==> config.mk <==
export PLATFORM = sky130hd
export DESIGN_NAME = tape_head_unit
export DESIGN_NICKNAME = d
export VERILOG_FILES = /design/src/rtl/tape_head_unit_pkg.sv /design/src/rtl/tape_head_unit_cell_bank.sv /design/src/rtl/tape_head_unit.sv
export SDC_FILE = /design/constraint.sdc
export NUM_CORES = 1
export LEC_CHECK = 0
export BUFFER_PORTS_ARGS = -buffer_cell sky130_fd_sc_hd__buf_4
export CAP_MARGIN = 5
export CORE_MARGIN = 2
export CORE_UTILIZATION = 45
export DETAILED_ROUTE_END_ITERATION = 10
export HOLD_SLACK_MARGIN = 0.08
export PLACE_DENSITY = 0.68
export SLEW_MARGIN = 20
export SYNTH_ARGS = -nofsm -noshare
export SYNTH_HDL_FRONTEND = slang
export SYNTH_HIERARCHICAL = 1
export SYNTH_SLANG_ARGS = --single-unit
==> constraint.sdc <==
create_clock -name i_clk -period 4.8 [get_ports i_clk]
set_clock_uncertainty 0.15 [all_clocks]
set_input_delay 1.44 -clock i_clk [delete_from_list [all_inputs] [get_ports i_clk]]
set_output_delay 1.44 -clock i_clk [all_outputs]
set_load 0.01 [all_outputs]
==> src/rtl/tape_head_unit_pkg.sv <==
// Shared encodings for the tape head unit: command ops, head moves, FSM states, blank symbol.
package tape_head_unit_pkg;

    localparam int unsigned OP_W = 2;
    localparam int unsigned MV_W = 2;

    localparam logic [OP_W-1:0] OP_READ  = 2'b00;
    localparam logic [OP_W-1:0] OP_WRITE = 2'b01;
    localparam logic [OP_W-1:0] OP_CLEAR = 2'b10;
    localparam logic [OP_W-1:0] OP_HOME  = 2'b11;

    localparam logic [MV_W-1:0] MV_STAY  = 2'b00;
    localparam logic [MV_W-1:0] MV_RIGHT = 2'b01;
    localparam logic [MV_W-1:0] MV_LEFT  = 2'b10;

    typedef enum logic {
        ST_IDLE = 1'b0,
        ST_CLR  = 1'b1
    } state_t;

    // Blank symbol: only the MSB of a w-bit symbol set.
    function automatic logic [31:0] blank_sym(input int unsigned w);
        return 32'(1) << (w - 1);
    endfunction

endpackage

==> src/rtl/tape_head_unit_cell_bank.sv <==
// tape_cell_bank: DEPTH x SYM_W tape storage, one write port, combinational read port.
module tape_cell_bank
    import tape_head_unit_pkg::*;
#(
    parameter  int unsigned SYM_W  = 2,
    parameter  int unsigned DEPTH  = 8,
    localparam int unsigned HEAD_W = $clog2(DEPTH)
) (
    input  logic              i_clk,
    input  logic              i_rst,
    input  logic              i_we,
    input  logic [HEAD_W-1:0] i_waddr,
    input  logic [SYM_W-1:0]  i_wdata,
    input  logic [HEAD_W-1:0] i_raddr,
    output logic [SYM_W-1:0]  o_rdata
);

    localparam logic [SYM_W-1:0] BLANK = SYM_W'(blank_sym(SYM_W));

    logic [SYM_W-1:0] r_cells [DEPTH];

    always_ff @(posedge i_clk or posedge i_rst) begin
        if (i_rst) begin
            for (int i = 0; i < int'(DEPTH); i++) begin
                r_cells[i] <= BLANK;
            end
        end else if (i_we) begin
            r_cells[i_waddr] <= i_wdata;
        end
    end

    assign o_rdata = r_cells[i_raddr];

endmodule

==> src/rtl/tape_head_unit.sv <==
// Turing-machine tape with internal head pointer, command handshake and multi-cycle CLEAR sweep.
// Define TAPE_WRAP_EN to make head moves wrap at the tape ends (edge_err then never pulses).
module tape_head_unit
    import tape_head_unit_pkg::*;
#(
    parameter  int unsigned SYM_W    = 2,
    parameter  int unsigned DEPTH    = 8,
    parameter  int unsigned HOME_POS = 0,
    localparam int unsigned HEAD_W   = $clog2(DEPTH)
) (
    input  logic              i_clk,
    input  logic              i_reset,
    input  logic              i_cmd_valid,
    output logic              o_cmd_ready,
    input  logic [OP_W-1:0]   i_cmd_op,
    input  logic [SYM_W-1:0]  i_cmd_sym,
    input  logic [MV_W-1:0]   i_cmd_move,
    output logic              o_rd_valid,
    output logic [SYM_W-1:0]  o_rd_sym,
    output logic [HEAD_W-1:0] o_head,
    output logic              o_edge_err,
    output logic              o_busy
);

    localparam logic [SYM_W-1:0]  BLANK  = SYM_W'(blank_sym(SYM_W));
    localparam logic [HEAD_W-1:0] HOME_H = HEAD_W'(HOME_POS);
    localparam logic [HEAD_W-1:0] LAST_H = HEAD_W'(DEPTH - 1);

    state_t            r_state;
    logic [HEAD_W-1:0] r_head;
    logic [HEAD_W-1:0] r_idx;
    logic [SYM_W-1:0]  r_rd_sym;
    logic              r_rd_valid;
    logic              r_edge_err;
    logic              r_busy;
    logic              r_cmd_ready;

    logic              w_accept;
    logic [HEAD_W-1:0] w_head_mv;
    logic              w_edge_hit;
    logic              w_we;
    logic [HEAD_W-1:0] w_waddr;
    logic [SYM_W-1:0]  w_wdata;
    logic [SYM_W-1:0]  w_cell_rd;

    assign w_accept = i_cmd_valid & r_cmd_ready;

    // Head after the requested move; ends are compared explicitly so any DEPTH works.
    always_comb begin
        w_head_mv  = r_head;
        w_edge_hit = 1'b0;
        case (i_cmd_move)
            MV_RIGHT: begin
                if (r_head == LAST_H) begin
`ifdef TAPE_WRAP_EN
                    w_head_mv = '0;
`else
                    w_edge_hit = 1'b1;
`endif
                end else begin
                    w_head_mv = r_head + HEAD_W'(1);
                end
            end
            MV_LEFT: begin
                if (r_head == '0) begin
`ifdef TAPE_WRAP_EN
                    w_head_mv = LAST_H;
`else
                    w_edge_hit = 1'b1;
`endif
                end else begin
                    w_head_mv = r_head - HEAD_W'(1);
                end
            end
            default: ;
        endcase
    end

    // The sweep owns the write port while clearing; otherwise WRITE uses the pre-move head.
    always_comb begin
        w_we    = 1'b0;
        w_waddr = r_head;
        w_wdata = i_cmd_sym;
        if (r_state == ST_CLR) begin
            w_we    = 1'b1;
            w_waddr = r_idx;
            w_wdata = BLANK;
        end else if (w_accept && (i_cmd_op == OP_WRITE)) begin
            w_we = 1'b1;
        end
    end

    tape_cell_bank #(
        .SYM_W (SYM_W),
        .DEPTH (DEPTH)
    ) u_cells (
        .i_clk   (i_clk),
        .i_rst   (i_reset),
        .i_we    (w_we),
        .i_waddr (w_waddr),
        .i_wdata (w_wdata),
        .i_raddr (r_head),
        .o_rdata (w_cell_rd)
    );

    always_ff @(posedge i_clk or posedge i_reset) begin
        if (i_reset) begin
            r_state     <= ST_IDLE;
            r_head      <= HOME_H;
            r_idx       <= '0;
            r_rd_sym    <= BLANK;
            r_rd_valid  <= 1'b0;
            r_edge_err  <= 1'b0;
            r_busy      <= 1'b0;
            r_cmd_ready <= 1'b1;
        end else begin
            r_rd_valid <= 1'b0;
            r_edge_err <= 1'b0;
            case (r_state)
                ST_IDLE: begin
                    if (w_accept) begin
                        case (i_cmd_op)
                            OP_READ: begin
                                r_rd_sym   <= w_cell_rd;
                                r_rd_valid <= 1'b1;
                                r_head     <= w_head_mv;
                                r_edge_err <= w_edge_hit;
                            end
                            OP_WRITE: begin
                                r_head     <= w_head_mv;
                                r_edge_err <= w_edge_hit;
                            end
                            OP_CLEAR: begin
                                r_state     <= ST_CLR;
                                r_idx       <= '0;
                                r_busy      <= 1'b1;
                                r_cmd_ready <= 1'b0;
                            end
                            OP_HOME: r_head <= HOME_H;
                        endcase
                    end
                end
                ST_CLR: begin
                    if (r_idx == LAST_H) begin
                        r_state     <= ST_IDLE;
                        r_head      <= HOME_H;
                        r_busy      <= 1'b0;
                        r_cmd_ready <= 1'b1;
                    end else begin
                        r_idx <= r_idx + HEAD_W'(1);
                    end
                end
            endcase
        end
    end

    assign o_cmd_ready = r_cmd_ready;
    assign o_rd_valid  = r_rd_valid;
    assign o_rd_sym    = r_rd_sym;
    assign o_head      = r_head;
    assign o_edge_err  = r_edge_err;
    assign o_busy      = r_busy;

endmodule

======== Word level (Yosys, flattened, before mapping) ========
Index checks and enable logic that the tools add are counted.
W data, S select, Z words.
word-level totals
  register bits after elaboration ......... 29
operators by class
  add/subtract/negate cells ............... 3
  $lt $le $gt $ge ......................... 3
  equality and inequality tests ........... 15
  mux-type cells .......................... 42
  bitwise gates (word level) .............. 4
  reduce and logical (&&, ||, !) cells .... 9
operators by type and width
  kind                   count
  $mux W3                8
  $pmux W3 S2            4
  $mux W1                19
  $bwmux W16             1
  $reduce_and A3 Y1      3
  $ge A4 B4 Y1 const B   2
  $mux W2                4
  $ne A4 B4 Y1 const B   2
  $not A3 Y4             2
  $pmux W1 S2            4
  $add A3 B1 Y3 const B  2
  $bmux W2 S3            1
  $demux W2 S3           1
  $eq A2 B2 Y1 const B   3
  $eq A3 B3 Y1 const B   2
  $reduce_and A6 Y1      1
  $eq A2 B1 Y1 const B   2
  $lt A4 B1 Y1 const B   1
  $ne A2 B1 Y1 const B   2
  $ne A2 B2 Y1 const B   2
  $ne A4 B2 Y1 const B   1
  $logic_not A3 Y1       1
  $ne A3 B2 Y1 const B   1
  $sub A3 B1 Y3 const B  1
  other kinds (5)        6

======== Logic depth before layout (Yosys ltp) ========
  depth in word-level cells ............... 7
  mapped depth ............................ 8
  mapped depth without buffers ............ 8

======== Cells and area by module ========
The synthesis kept the hierarchy.
by module, submodules not included
  module          times used  cells each  area each (sq um)  seq. area each (sq um)
  tape_cell_bank  1           47          800.8              410.4
  tape_head_unit  1           74          754.5              327.8

======== Least setup slack after synthesis ========
OpenSTA, ideal clock, no wires.
  path kind ............................... in2reg
  start point ............................. input i_cmd_op[0]
  end point ............................... register u_cells/r_cells[14] (netlist bit)
  setup time .............................. 0.125 ns
  arrival ................................. 2.773 ns
  required time ........................... 4.525 ns
  slack ................................... 1.752 ns
  cell stages on the path ................. 4
  path buffers ............................ 0
  cells stage by stage .................... inv_1 o31ai_1 nor4b_1 mux2_2
between the ends
  word-level cells in the longest chain between the ends .. 4
ends and longest elaborated chain
  what                             line                            text
  from (decl)                      tape_head_unit.sv:15            input logic [OP_W-1:0] i_cmd_op,
  $eq A2 B1 Y1                     tape_head_unit.sv:88            end else if (w_accept && (i_cmd_op == OP_WRITE)) begin
  $logic_and A1 B1 Y1              tape_head_unit.sv:88
  $mux W1                          tape_head_unit.sv:88
  $mux W1                          tape_head_unit.sv:84            if (r_state == ST_CLR) begin
  net w_we                         tape_head_unit.sv:41            logic w_we;
  to (signal, indexed assignment)  tape_head_unit_cell_bank.sv:28  r_cells[i_waddr] <= i_wdata;
  to (decl)                        tape_head_unit_cell_bank.sv:20  logic [SYM_W-1:0] r_cells [DEPTH];
The timed path passes the listed nets, and every way through them passes these cells.
A chain may end at the register's enable or synchronous reset.

======== Worst setup path after layout ========
Same ends and word-level chain as after synthesis.

==> metrics.txt <==
PD cells 283.9 nW/µm²; simple-gate share of the synthesized area 14.00%; relative slew slack 43.32%; GR Util met3 5.766%; Avg Inst Size Synth 12.85 µm²; first-pass GRT wire length 5347 µm; Max-cap violations 0; routed len/inst 16.23 µm; Hold Vio Cnt, Final 0; outcome complete, no violations; clock buffer depth 2; placed insts 183; busiest layer in global routing met2; met1 Track Usage GR 20.02%; total track usage 18.02%; Post-Route WL 3100 µm; post-route ant nets 0; CP arrival 3180 ps; largest net degree at the start of global routing 17; Hold-fix buffers, CTS 0; Synth Area in Adders 4.827%; 1st-pass router iterations 4; core area 3337 µm²; crit path kind in2reg; mux contribution to synthesized area 23.25%; Post-Layout Cell Count 191; design area 1839 µm²; worst skew pair latency 330 ps; DIE AREA 3943 µm²; Mapped Area 1555 µm²; EDFF count, synth 0; Iter 0 DRT Violations 40; initial core utilization 46.61%; dominant synthesized flop cell dfrtp_1; Setup crit start kind input pin; post-synth cell types 33; initial antenna violation count 0; CTS sink cnt 29; # IOs 18; Pins Over Slew Limit 0; total number of vias 1085; syn_nets 136; worst endpoint required time 4870 ps; Worst Hold Class reg2reg; Port Buffers 17; Clock transition at path regs 90 ps; CP endpoint kind flip-flop; register area share after synthesis 47.47%; compound-gate portion of the synthesized area 6.677%; Synth warnings 6; Worst-Margin Slew 842.9 ps; fin crit period 3116 ps; cell row count 21; Antenna Cells 0; asr flop ratio synth 100.0%; # DRC 0; # setup viols final 0; Core Util, Final 55.12%; Inserted Clock Buffers 5; Final TNS setup 0 ps; Reg2Reg Setup Slack 2350 ps; final-stage net count 159; Post-CTS Repair Setup Buffers 0; vias in the first global route 1166; Die W 62.79 µm; total gr overflow 0; DP Area 1737 µm²; # H-tree levels 2; Post-Synth XOR/XNOR Area 1.126%; Post-CTS Resized 0; # fillers 301; Placer Congestion 0.7761; vias per cell 5.681; largest family of logic cells by synthesized area multiplexers; FMAX 0.3209 GHz; P&R area growth vs syn 18.26%; crit-path max FO 8; CTS tree done; Root Buffer clkbuf_4; HPWL Detailed 2232 µm; fin crit share 64.92%; proportion of layout cells with a drive suffix above 1 42.76%; Synth Instances 121; met2 GRT Util 30.78%; Pleak 0.8614 nW; peak supply drop 0.1434 mV; post-synthesis register bit count 29; RSZ-0062 raised after global routing false; Pwr Total 0.5221 mW; Die Y 62.79 µm
flip-flops by register name, indices dropped and copies added (netlist names):
register,flops
r_idx,3
o_busy,1
o_cmd_ready,1
r_state,1
u_cells/r_cells,16
o_rd_sym,2
o_rd_valid,1
o_head,3
o_edge_err,1
cell usage in the layout, fill, tap and decap left out:
cell       count
nor2b_1        1
nor4_1         1
a21o_1         1
o21ai_0        2
nor3_1         1
or4_4          1
o221ai_1       1
nor2_1         7
dfrtp_1       19
nand4bb_1      1
clkinv_2       1
o22ai_1        1
nand3_1        2
ha_1           6
nor4b_1        2
nand4b_1       4
mux2i_1        2
o311ai_4       1
nand4_1        1
and4bb_2       3
xnor2_1        1
buf_4         17
xor2_1         1
nor3b_1        1
mux4_1         4
and4_1         1
or2_2          1
dfstp_2       10
mux2_2        21
a22o_1         2
nand2_1        6
clkbuf_4       5
inv_1         10
o31ai_1        1
bufinv_16      2
a21oi_1        4
cell type report:
class | instances | area, µm² | area share (%)
Multi-Input combinational cell | 81 | 775.7 | 42.18
Tap cell | 46 | 57.56 | 3.129
Clock buffer | 5 | 37.54 | 2.041
Sequential cell | 29 | 738.2 | 40.14
Timing Repair Buffer | 17 | 127.6 | 6.939
Inverter | 10 | 37.54 | 2.041
Clock inverter | 3 | 65.06 | 3.537
synthesized netlist by cell type (all sizes together) (2+ instances only):
cell	number	area (µm²)
dfrtp	19	475.5
nand4b	4	35.03
o21ai	2	10.01
mux2i	2	20.02
and4bb	3	37.54
ha	6	75.07
nand2	6	22.52
mux2	21	236.5
a22o	2	17.52
nor4b	2	17.52
dfstp	10	262.8
mux4	4	105.1
a21oi	4	20.02
nor2	7	26.28
nand3	2	10.01
inv	10	37.54
through the flow:
step,worst slack (ps),hold slack [ps]
after floorplan,1752,320.3
after global placement,1506,328.4
after detailed placement,1358,342.1
after CTS,1707,364.8
after global routing,1559,392.1
final,1684,362.4
metal layers:
metal | routed length (µm) | vias to the layer above | share of wire, %
met1 | 1316 | 542 | 42
met4 | 113 | 0 | 3.6
met2 | 1533 | 29 | 49
li1 | - | 501 | -
met3 | 136 | 13 | 4.4
met5 | 0 | - | 0
logic make-up after synthesis:
kind of cell | count (synthesis)
muxes | 27
buffers and inverters | 11
DFF | 29
and+or+nand+nor | 33
xor gates and xnor gates | 2
adders and majority gates | 6
AOI/OAI and AO/OA | 13
path summary, 6_finish.rpt:
check                                    from                  end  depth (start not counted)
min reg2reg                u_cells/r_cells[6]   u_cells/r_cells[6]                          1
min in group asynchronous             i_reset            o_head[0]                          2
min                        u_cells/r_cells[6]   u_cells/r_cells[6]                          1
max reg2reg                       o_cmd_ready  u_cells/r_cells[14]                          4
max                               i_cmd_op[0]  u_cells/r_cells[14]                          5
max in group asynchronous             i_reset  u_cells/r_cells[13]                          2
power by group:
part | internal (mW) | total [mW] | switching [mW]
clock network | 0.161 | 0.248 | 0.0863
registers | 0.246 | 0.248 | 0.00144
logic | 0.0115 | 0.0270 | 0.0154
worst max-delay path: stages:
cell     delay [ps]
buf_4           100
inv_1            80
o31ai_1         730
nor4b_1         450
mux2_2          380
Power figures use the tool's default switching activity.
